### src/rtl/multicycle_controller_pkg.sv
// Shared encodings for the RV32I multi-cycle controller: opcodes, FSM states, mux selects.
// Latency: n/a (constants and a pure function only).
// Backpressure: n/a.
package riscv_ctrl_pkg;

  // Opcodes recognised by the controller (instr[6:0])
  localparam logic [6:0] OP_LW  = 7'b0000011;
  localparam logic [6:0] OP_SW  = 7'b0100011;
  localparam logic [6:0] OP_R   = 7'b0110011;
  localparam logic [6:0] OP_I   = 7'b0010011;
  localparam logic [6:0] OP_BEQ = 7'b1100011;
  localparam logic [6:0] OP_JAL = 7'b1101111;

  // FSM state encoding; the value is exported on the debug state port
  localparam logic [3:0] S_INIT     = 4'd0;
  localparam logic [3:0] S_FETCH    = 4'd1;
  localparam logic [3:0] S_DECODE   = 4'd2;
  localparam logic [3:0] S_MEMADR   = 4'd3;
  localparam logic [3:0] S_MEMREAD  = 4'd4;
  localparam logic [3:0] S_MEMWB    = 4'd5;
  localparam logic [3:0] S_MEMWRITE = 4'd6;
  localparam logic [3:0] S_EXECR    = 4'd7;
  localparam logic [3:0] S_EXECI    = 4'd8;
  localparam logic [3:0] S_ALUWB    = 4'd9;
  localparam logic [3:0] S_BEQ      = 4'd10;
  localparam logic [3:0] S_JAL      = 4'd11;

  // result mux select
  localparam logic [1:0] RES_ALUOUT    = 2'b00;
  localparam logic [1:0] RES_DATA      = 2'b01;
  localparam logic [1:0] RES_ALURESULT = 2'b10;

  // ALU A operand select
  localparam logic [1:0] SRCA_PC    = 2'b00;
  localparam logic [1:0] SRCA_OLDPC = 2'b01;
  localparam logic [1:0] SRCA_RS1   = 2'b10;

  // ALU B operand select
  localparam logic [1:0] SRCB_RS2  = 2'b00;
  localparam logic [1:0] SRCB_IMM  = 2'b01;
  localparam logic [1:0] SRCB_FOUR = 2'b10;

  // ALU operation class handed to the ALU decoder
  localparam logic [1:0] ALUOP_ADD   = 2'b00;
  localparam logic [1:0] ALUOP_SUB   = 2'b01;
  localparam logic [1:0] ALUOP_FUNCT = 2'b10;

  // immediate format
  localparam logic [1:0] IMM_I = 2'b00;
  localparam logic [1:0] IMM_S = 2'b01;
  localparam logic [1:0] IMM_B = 2'b10;
  localparam logic [1:0] IMM_J = 2'b11;

  function automatic logic is_supported(input logic [6:0] op);
    logic ok;
    case (op)
      OP_LW, OP_SW, OP_R, OP_I, OP_BEQ, OP_JAL: ok = 1'b1;
      default:                                  ok = 1'b0;
    endcase
    return ok;
  endfunction

endpackage

### src/rtl/multicycle_controller_if.sv
// Control bundle between the multi-cycle FSM (master) and the datapath (slave).
// Latency: n/a (wires only). Optional macro MEM_WAIT_EN adds the mem_ready handshake.
// Backpressure: with MEM_WAIT_EN, mem_ready=0 stalls the memory states; otherwise none.
interface multicycle_controller_if #(
  parameter int OPC_W = 7,
  parameter int ST_W  = 4
);
  logic [OPC_W-1:0] opcode;
  logic             zero;
`ifdef MEM_WAIT_EN
  logic             mem_ready;
`endif
  logic             pc_write;
  logic             adr_src;
  logic             mem_write;
  logic             ir_write;
  logic             reg_write;
  logic [1:0]       result_src;
  logic [1:0]       alu_src_a;
  logic [1:0]       alu_src_b;
  logic [1:0]       alu_op;
  logic [1:0]       imm_src;
  logic             illegal_instr;
  logic [ST_W-1:0]  state;

`ifdef MEM_WAIT_EN
  modport master (
    input  opcode, zero, mem_ready,
    output pc_write, adr_src, mem_write, ir_write, reg_write, result_src,
           alu_src_a, alu_src_b, alu_op, imm_src, illegal_instr, state
  );
  modport slave (
    output opcode, zero, mem_ready,
    input  pc_write, adr_src, mem_write, ir_write, reg_write, result_src,
           alu_src_a, alu_src_b, alu_op, imm_src, illegal_instr, state
  );
`else
  modport master (
    input  opcode, zero,
    output pc_write, adr_src, mem_write, ir_write, reg_write, result_src,
           alu_src_a, alu_src_b, alu_op, imm_src, illegal_instr, state
  );
  modport slave (
    output opcode, zero,
    input  pc_write, adr_src, mem_write, ir_write, reg_write, result_src,
           alu_src_a, alu_src_b, alu_op, imm_src, illegal_instr, state
  );
`endif

endinterface

### src/rtl/multicycle_controller_imm_src_decoder.sv
// Opcode to immediate-format decode, shared with the single-cycle core.
// Latency: purely combinational.
// Backpressure: none.
module imm_src_decoder
  import riscv_ctrl_pkg::*;
(
  input  logic [6:0] opcode,
  output logic [1:0] imm_src
);

  // stores, branches and jal carry their own immediate layouts; everything else is I-type
  always_comb begin
    imm_src = IMM_I;
    case (opcode)
      OP_SW:   imm_src = IMM_S;
      OP_BEQ:  imm_src = IMM_B;
      OP_JAL:  imm_src = IMM_J;
      default: imm_src = IMM_I;
    endcase
  end

endmodule

### src/rtl/multicycle_controller.sv
// Main FSM of the multi-cycle RV32I core (lw, sw, R, I-ALU, beq, jal); optional macro MEM_WAIT_EN.
// Latency: 3-5 cycles per instruction (beq 3, sw/R/I/jal 4, lw 5) plus memory waits.
// Backpressure: with MEM_WAIT_EN, FETCH/MEMREAD/MEMWRITE hold until mem_ready=1.
module multicycle_controller
  import riscv_ctrl_pkg::*;
(
  input logic                    clk,
  input logic                    rst,
  multicycle_controller_if.master ctl
);

  logic [3:0] state_q;
  logic [3:0] state_d;
  logic       mem_ok;
  logic       pc_update;
  logic       branch;
  logic       adr_src;
  logic       mem_write;
  logic       ir_write;
  logic       reg_write;
  logic [1:0] result_src;
  logic [1:0] alu_src_a;
  logic [1:0] alu_src_b;
  logic [1:0] alu_op;
  logic [1:0] imm_src;
  logic       illegal_instr;

`ifdef MEM_WAIT_EN
  assign mem_ok = ctl.mem_ready;
`else
  assign mem_ok = 1'b1;
`endif

  // state register; reset drops every write enable without waiting for a clock
  always_ff @(posedge clk or posedge rst) begin
    if (rst) state_q <= S_INIT;
    else     state_q <= state_d;
  end

  // next-state: opcode is only consulted from DECODE onward, once the IR is stable
  always_comb begin
    state_d = state_q;
    case (state_q)
      S_INIT:     state_d = S_FETCH;
      S_FETCH:    if (mem_ok) state_d = S_DECODE;
      S_DECODE: begin
        case (ctl.opcode)
          OP_LW, OP_SW: state_d = S_MEMADR;
          OP_R:         state_d = S_EXECR;
          OP_I:         state_d = S_EXECI;
          OP_BEQ:       state_d = S_BEQ;
          OP_JAL:       state_d = S_JAL;
          default:      state_d = S_FETCH;
        endcase
      end
      S_MEMADR:   state_d = (ctl.opcode == OP_SW) ? S_MEMWRITE : S_MEMREAD;
      S_MEMREAD:  if (mem_ok) state_d = S_MEMWB;
      S_MEMWB:    state_d = S_FETCH;
      S_MEMWRITE: if (mem_ok) state_d = S_FETCH;
      S_EXECR:    state_d = S_ALUWB;
      S_EXECI:    state_d = S_ALUWB;
      S_ALUWB:    state_d = S_FETCH;
      S_BEQ:      state_d = S_FETCH;
      S_JAL:      state_d = S_ALUWB;
      default:    state_d = S_INIT;
    endcase
  end

  // per-state datapath controls; unlisted controls stay 0
  always_comb begin
    pc_update     = 1'b0;
    branch        = 1'b0;
    adr_src       = 1'b0;
    mem_write     = 1'b0;
    ir_write      = 1'b0;
    reg_write     = 1'b0;
    result_src    = RES_ALUOUT;
    alu_src_a     = SRCA_PC;
    alu_src_b     = SRCB_RS2;
    alu_op        = ALUOP_ADD;
    illegal_instr = 1'b0;
    case (state_q)
      S_FETCH: begin
        // PC+4 goes straight from the ALU into the PC while the IR latches
        ir_write   = mem_ok;
        pc_update  = mem_ok;
        alu_src_a  = SRCA_PC;
        alu_src_b  = SRCB_FOUR;
        alu_op     = ALUOP_ADD;
        result_src = RES_ALURESULT;
      end
      S_DECODE: begin
        // branch target precomputed into ALUOut for a possible beq
        alu_src_a     = SRCA_OLDPC;
        alu_src_b     = SRCB_IMM;
        alu_op        = ALUOP_ADD;
        illegal_instr = ~is_supported(ctl.opcode);
      end
      S_MEMADR: begin
        alu_src_a = SRCA_RS1;
        alu_src_b = SRCB_IMM;
        alu_op    = ALUOP_ADD;
      end
      S_MEMREAD: begin
        adr_src    = 1'b1;
        result_src = RES_ALUOUT;
      end
      S_MEMWB: begin
        result_src = RES_DATA;
        reg_write  = 1'b1;
      end
      S_MEMWRITE: begin
        adr_src    = 1'b1;
        result_src = RES_ALUOUT;
        mem_write  = 1'b1;
      end
      S_EXECR: begin
        alu_src_a = SRCA_RS1;
        alu_src_b = SRCB_RS2;
        alu_op    = ALUOP_FUNCT;
      end
      S_EXECI: begin
        alu_src_a = SRCA_RS1;
        alu_src_b = SRCB_IMM;
        alu_op    = ALUOP_FUNCT;
      end
      S_ALUWB: begin
        result_src = RES_ALUOUT;
        reg_write  = 1'b1;
      end
      S_BEQ: begin
        alu_src_a  = SRCA_RS1;
        alu_src_b  = SRCB_RS2;
        alu_op     = ALUOP_SUB;
        result_src = RES_ALUOUT;
        branch     = 1'b1;
      end
      S_JAL: begin
        // ALU forms OldPC+4 as the link value while ALUOut (target) loads the PC
        alu_src_a  = SRCA_OLDPC;
        alu_src_b  = SRCB_FOUR;
        alu_op     = ALUOP_ADD;
        result_src = RES_ALUOUT;
        pc_update  = 1'b1;
      end
      default: begin
        pc_update = 1'b0;
      end
    endcase
  end

  imm_src_decoder u_imm_src_decoder (
    .opcode  (ctl.opcode),
    .imm_src (imm_src)
  );

  assign ctl.pc_write      = pc_update | (branch & ctl.zero);
  assign ctl.adr_src       = adr_src;
  assign ctl.mem_write     = mem_write;
  assign ctl.ir_write      = ir_write;
  assign ctl.reg_write     = reg_write;
  assign ctl.result_src    = result_src;
  assign ctl.alu_src_a     = alu_src_a;
  assign ctl.alu_src_b     = alu_src_b;
  assign ctl.alu_op        = alu_op;
  assign ctl.imm_src       = imm_src;
  assign ctl.illegal_instr = illegal_instr;
  assign ctl.state         = state_q;

endmodule

### src/flat_wrapper.sv
// flat-port wrapper written by rule: the top's interface ports become plain ports
module multicycle_controller_flat import riscv_ctrl_pkg::*;
  (clk, rst, ctl_opcode, ctl_zero, ctl_pc_write, ctl_adr_src, ctl_mem_write, ctl_ir_write, ctl_reg_write, ctl_result_src, ctl_alu_src_a, ctl_alu_src_b, ctl_alu_op, ctl_imm_src, ctl_illegal_instr, ctl_state);
  multicycle_controller_if ctl_i ();
  input logic clk;
  input logic rst;
  input wire logic [$bits(ctl_i.opcode)-1:0] ctl_opcode;
  input wire logic [$bits(ctl_i.zero)-1:0] ctl_zero;
  output wire logic [$bits(ctl_i.pc_write)-1:0] ctl_pc_write;
  output wire logic [$bits(ctl_i.adr_src)-1:0] ctl_adr_src;
  output wire logic [$bits(ctl_i.mem_write)-1:0] ctl_mem_write;
  output wire logic [$bits(ctl_i.ir_write)-1:0] ctl_ir_write;
  output wire logic [$bits(ctl_i.reg_write)-1:0] ctl_reg_write;
  output wire logic [$bits(ctl_i.result_src)-1:0] ctl_result_src;
  output wire logic [$bits(ctl_i.alu_src_a)-1:0] ctl_alu_src_a;
  output wire logic [$bits(ctl_i.alu_src_b)-1:0] ctl_alu_src_b;
  output wire logic [$bits(ctl_i.alu_op)-1:0] ctl_alu_op;
  output wire logic [$bits(ctl_i.imm_src)-1:0] ctl_imm_src;
  output wire logic [$bits(ctl_i.illegal_instr)-1:0] ctl_illegal_instr;
  output wire logic [$bits(ctl_i.state)-1:0] ctl_state;
  assign ctl_i.opcode = ctl_opcode;
  assign ctl_i.zero = ctl_zero;
  assign ctl_pc_write = ctl_i.pc_write;
  assign ctl_adr_src = ctl_i.adr_src;
  assign ctl_mem_write = ctl_i.mem_write;
  assign ctl_ir_write = ctl_i.ir_write;
  assign ctl_reg_write = ctl_i.reg_write;
  assign ctl_result_src = ctl_i.result_src;
  assign ctl_alu_src_a = ctl_i.alu_src_a;
  assign ctl_alu_src_b = ctl_i.alu_src_b;
  assign ctl_alu_op = ctl_i.alu_op;
  assign ctl_imm_src = ctl_i.imm_src;
  assign ctl_illegal_instr = ctl_i.illegal_instr;
  assign ctl_state = ctl_i.state;
  multicycle_controller u_core (.clk(clk), .rst(rst), .ctl(ctl_i));
endmodule
### config.mk
export PLATFORM = sky130hd
export DESIGN_NAME = multicycle_controller_flat
export DESIGN_NICKNAME = d
export VERILOG_FILES = /design/src/rtl/multicycle_controller_pkg.sv /design/src/rtl/multicycle_controller_if.sv /design/src/rtl/multicycle_controller_imm_src_decoder.sv /design/src/rtl/multicycle_controller.sv /design/src/flat_wrapper.sv
export SDC_FILE = /design/constraint.sdc
export NUM_CORES = 1
export LEC_CHECK = 0
export ABC_AREA = 1
export CAP_MARGIN = 15
export CORE_AREA = 2 2 39 41
export DETAILED_ROUTE_END_ITERATION = 6
export DIE_AREA = 0 0 41 43
export PLACE_DENSITY = 0.77
export RECOVER_POWER = 100
export SLEW_MARGIN = 20
export SYNTH_ARGS = -nofsm -noshare
export SYNTH_HDL_FRONTEND = slang
export SYNTH_SLANG_ARGS = --single-unit
export TNS_END_PERCENT = 5
### constraint.sdc
create_clock -name clk -period 1.76 [get_ports clk]
set_input_delay 0.264 -clock clk [delete_from_list [all_inputs] [get_ports clk]]
set_output_delay 0.264 -clock clk [all_outputs]
set_load 0.05 [all_outputs]
==> impl_metrics.tcl <==
set metrics [dict create \
    peakVddDrop_v 0.000993 \
    cts_root_buf "clkbuf_4" \
    period_share_pct 96.0 \
    drt-total-wl_um 1490 \
    grt_max_degree 8 \
    die_w_um 41 \
    syn_nets 94 \
    r2r-start "u_core.ctl.state[0]$_DFF_PP0_" \
    p_per_area_nw_per_um2 1970 \
    grt-ovfl-total 0 \
    io_buffer_count 29 \
    rr_worst_depth 5 \
    hold_viol 0 \
    cts_made_buffers 3 \
    skew_ps 4.28 \
    ant_nets 0 \
    endpoint_kind "primary output" \
    rrSetupSlack_ps 600 \
    crit_path_start "u_core.ctl.state[0]$_DFF_PP0_" \
    ys_ff_latch 4 \
    postCtsSetupBuffers 0 \
    place_ws_ps -43.4 \
    drtIter0Drc 19 \
    post_drt_wl_per_cell_um 11.0 \
    clkTransAtPathRegs_ps 40 \
    max_freq_mhz 592 \
    setup_violations 0 \
    worstPathArrival_ps 1430 \
    critical_path_peak_fanout 7 \
    die-height_um 43 \
    yosys_warnings 0 \
    grt_pass1_wl_um 2270 \
    syn_inst 84 \
    drc 0 \
    largest_reg_flops 4 \
    start_kind "flop" \
    final_util_pct 74.0 \
    path_class "reg2out" \
    vias_per_cell 4.89 \
    clock_sinks 4 \
    worst_hold_path_type "in2async" \
    dieArea_um2 1760 \
    synth.distinct_cells 14 \
    status "finished, final reports clean" \
    fp.coreArea_um2 1380 \
    gp_congestion 0.763 \
    cts_tree "done" \
    first_pass_iters 6 \
    max_cap_violations 0 \
    clk_path_buf_depth 2 \
    maxSlewViolCount 0 \
    period_minus_slack_ps 1690 \
    grt_pass1_vias 622 \
    num_vias 660 \
    cts_max_level 1 \
    insertion_delay_ps 240 \
    p_leak_uw 0.000572 \
    drive_gt1_share_pct 38.7 \
    whs_ps 345 \
    hpwl_um 1210 \
    antenna_found_initial 0 \
    relSlewSlack_pct 60.7 \
    syn-mean-instance-area_um2 5.39 \
    initial_core_util_pct 32.7 \
    critPathRequiredTime_ps 1500 \
    antenna_cells 0 \
    pin_count 30 \
    area_delta_synth_final_pct 126 \
    rsz0062_at_grt "yes" \
    syn_area_um2 453 \
    crit-reg2reg-capture "u_core.ctl.state[1]$_DFF_PP0_" \
    worstMarginPinSlew_ps 592 \
    fin_ws_ps 70.2 \
    rows 14 \
    ys_seq_area_share_pct 22.1 \
    fin_nets 130 \
    grtUsageTotal_pct 17.8 \
    fillers 101 \
]
## worst max-delay path, cell delays in order (launching register included)
cell     delay (ps)
dfrtp_2         470
nor2_2          170
nand2_1         130
o21ai_4         110
nor2_1           60
nand2_1         100
buf_12          140
## power by group
| part | internal (uW) | total, uW | switching (uW) |
|---|---|---|---|
| registers | 136 | 204 | 67.9 |
| clock network | 85.2 | 125 | 40.1 |
| logic | 688 | 1680 | 997 |
| total | 909 | 2010 | 1100 |
## how the worst max path moves through the flow
| stage | end | slack, ps | depth (start not counted) |
|---|---|---|---|
| detailed placement | ctl_imm_src[0] | -40 | 7 |
| floorplan | ctl_reg_write | -220 | 2 |
| global route | ctl_illegal_instr | -30 | 6 |
| global placement | ctl_illegal_instr | 20 | 8 |
| CTS | ctl_imm_src[0] | -50 | 7 |
| finish | ctl_alu_src_a[1] | 70 | 6 |
## synth_stat cells
| master | n | area, um^2 |
|---|---|---|
| a21oi_1 | 2 | 10.0 |
| buf_4 | 1 | 7.51 |
| dfrtp_1 | 4 | 100 |
| inv_1 | 16 | 60.1 |
| nand2_1 | 25 | 93.8 |
| nand2_2 | 2 | 12.5 |
| nand3_1 | 5 | 25.0 |
| nand4_1 | 1 | 6.26 |
| nor2_1 | 15 | 56.3 |
| nor2_2 | 5 | 31.3 |
| nor3_1 | 1 | 5.00 |
| o21ai_0 | 4 | 20.0 |
| o21ai_2 | 2 | 17.5 |
| o31ai_1 | 1 | 7.51 |
## through the flow
step	area, um^2	total power (uW)	std cells	TNS [ps]
finish	1020	2010	135	0
detailed placement	952	1880	131	-84.9
global placement	952	1860	131	0
CTS	978	2000	135	-78.6
floorplan	477	1110	84	-1280
global route	1020	2110	135	-30.4
## logic make-up (layout without fill, tap and decap cells)
| group | after synthesis | in the layout | synth area share (%) |
|---|---|---|---|
| simple gates | 54 | 54 | 50.8 |
| buf+inv | 17 | 52 | 14.9 |
| compound gates | 9 | 9 | 12.2 |
| flops | 4 | 4 | 22.1 |
## layer usage
metal / part of all wire, % / vias to the layer above / global-route usage, %
met5: 0 / - / 0
met2: 57 / 35 / 35.0
met3: 7.5 / 8 / 1.57
met1: 32 / 290 / 16.6
met4: 3.4 / 0 / 7.33
li1: - / 327 / -
## cell type report
| class | instances | area, um^2 | area share, % |
|---|---|---|---|
| Timing Repair Buffer | 32 | 477 | 46.6 |
| Multi-Input combinational cell | 63 | 335 | 32.8 |
| Sequential cell | 4 | 105 | 10.3 |
| Inverter | 16 | 60.1 | 5.87 |
| Clock buffer | 4 | 26.3 | 2.57 |
| Tap cell | 16 | 20.0 | 1.96 |
## placed cells by master (no fill, tap or decap), types with 2 or more instances in the layout
| master | count |
|---|---|
| o21ai_2 | 3 |
| buf_4 | 6 |
| nor2_2 | 6 |
| nor2_1 | 12 |
| nor2_4 | 2 |
| dfrtp_2 | 4 |
| clkbuf_4 | 3 |
| clkbuf_1 | 2 |
| o21ai_0 | 2 |
| nand2_2 | 2 |
| nand2_1 | 24 |
| nand3_1 | 4 |
| dlymetal6s2s_1 | 7 |
| buf_12 | 16 |
| inv_1 | 16 |
| a21oi_1 | 2 |
## what timing repair did
item	4_1_cts	5_1_grt
pin swaps	0	2
hold buffers	0	0
gates resized for setup	1	16
endpoints found under the setup margin	2	4
Power figures use the tool's default switching activity.
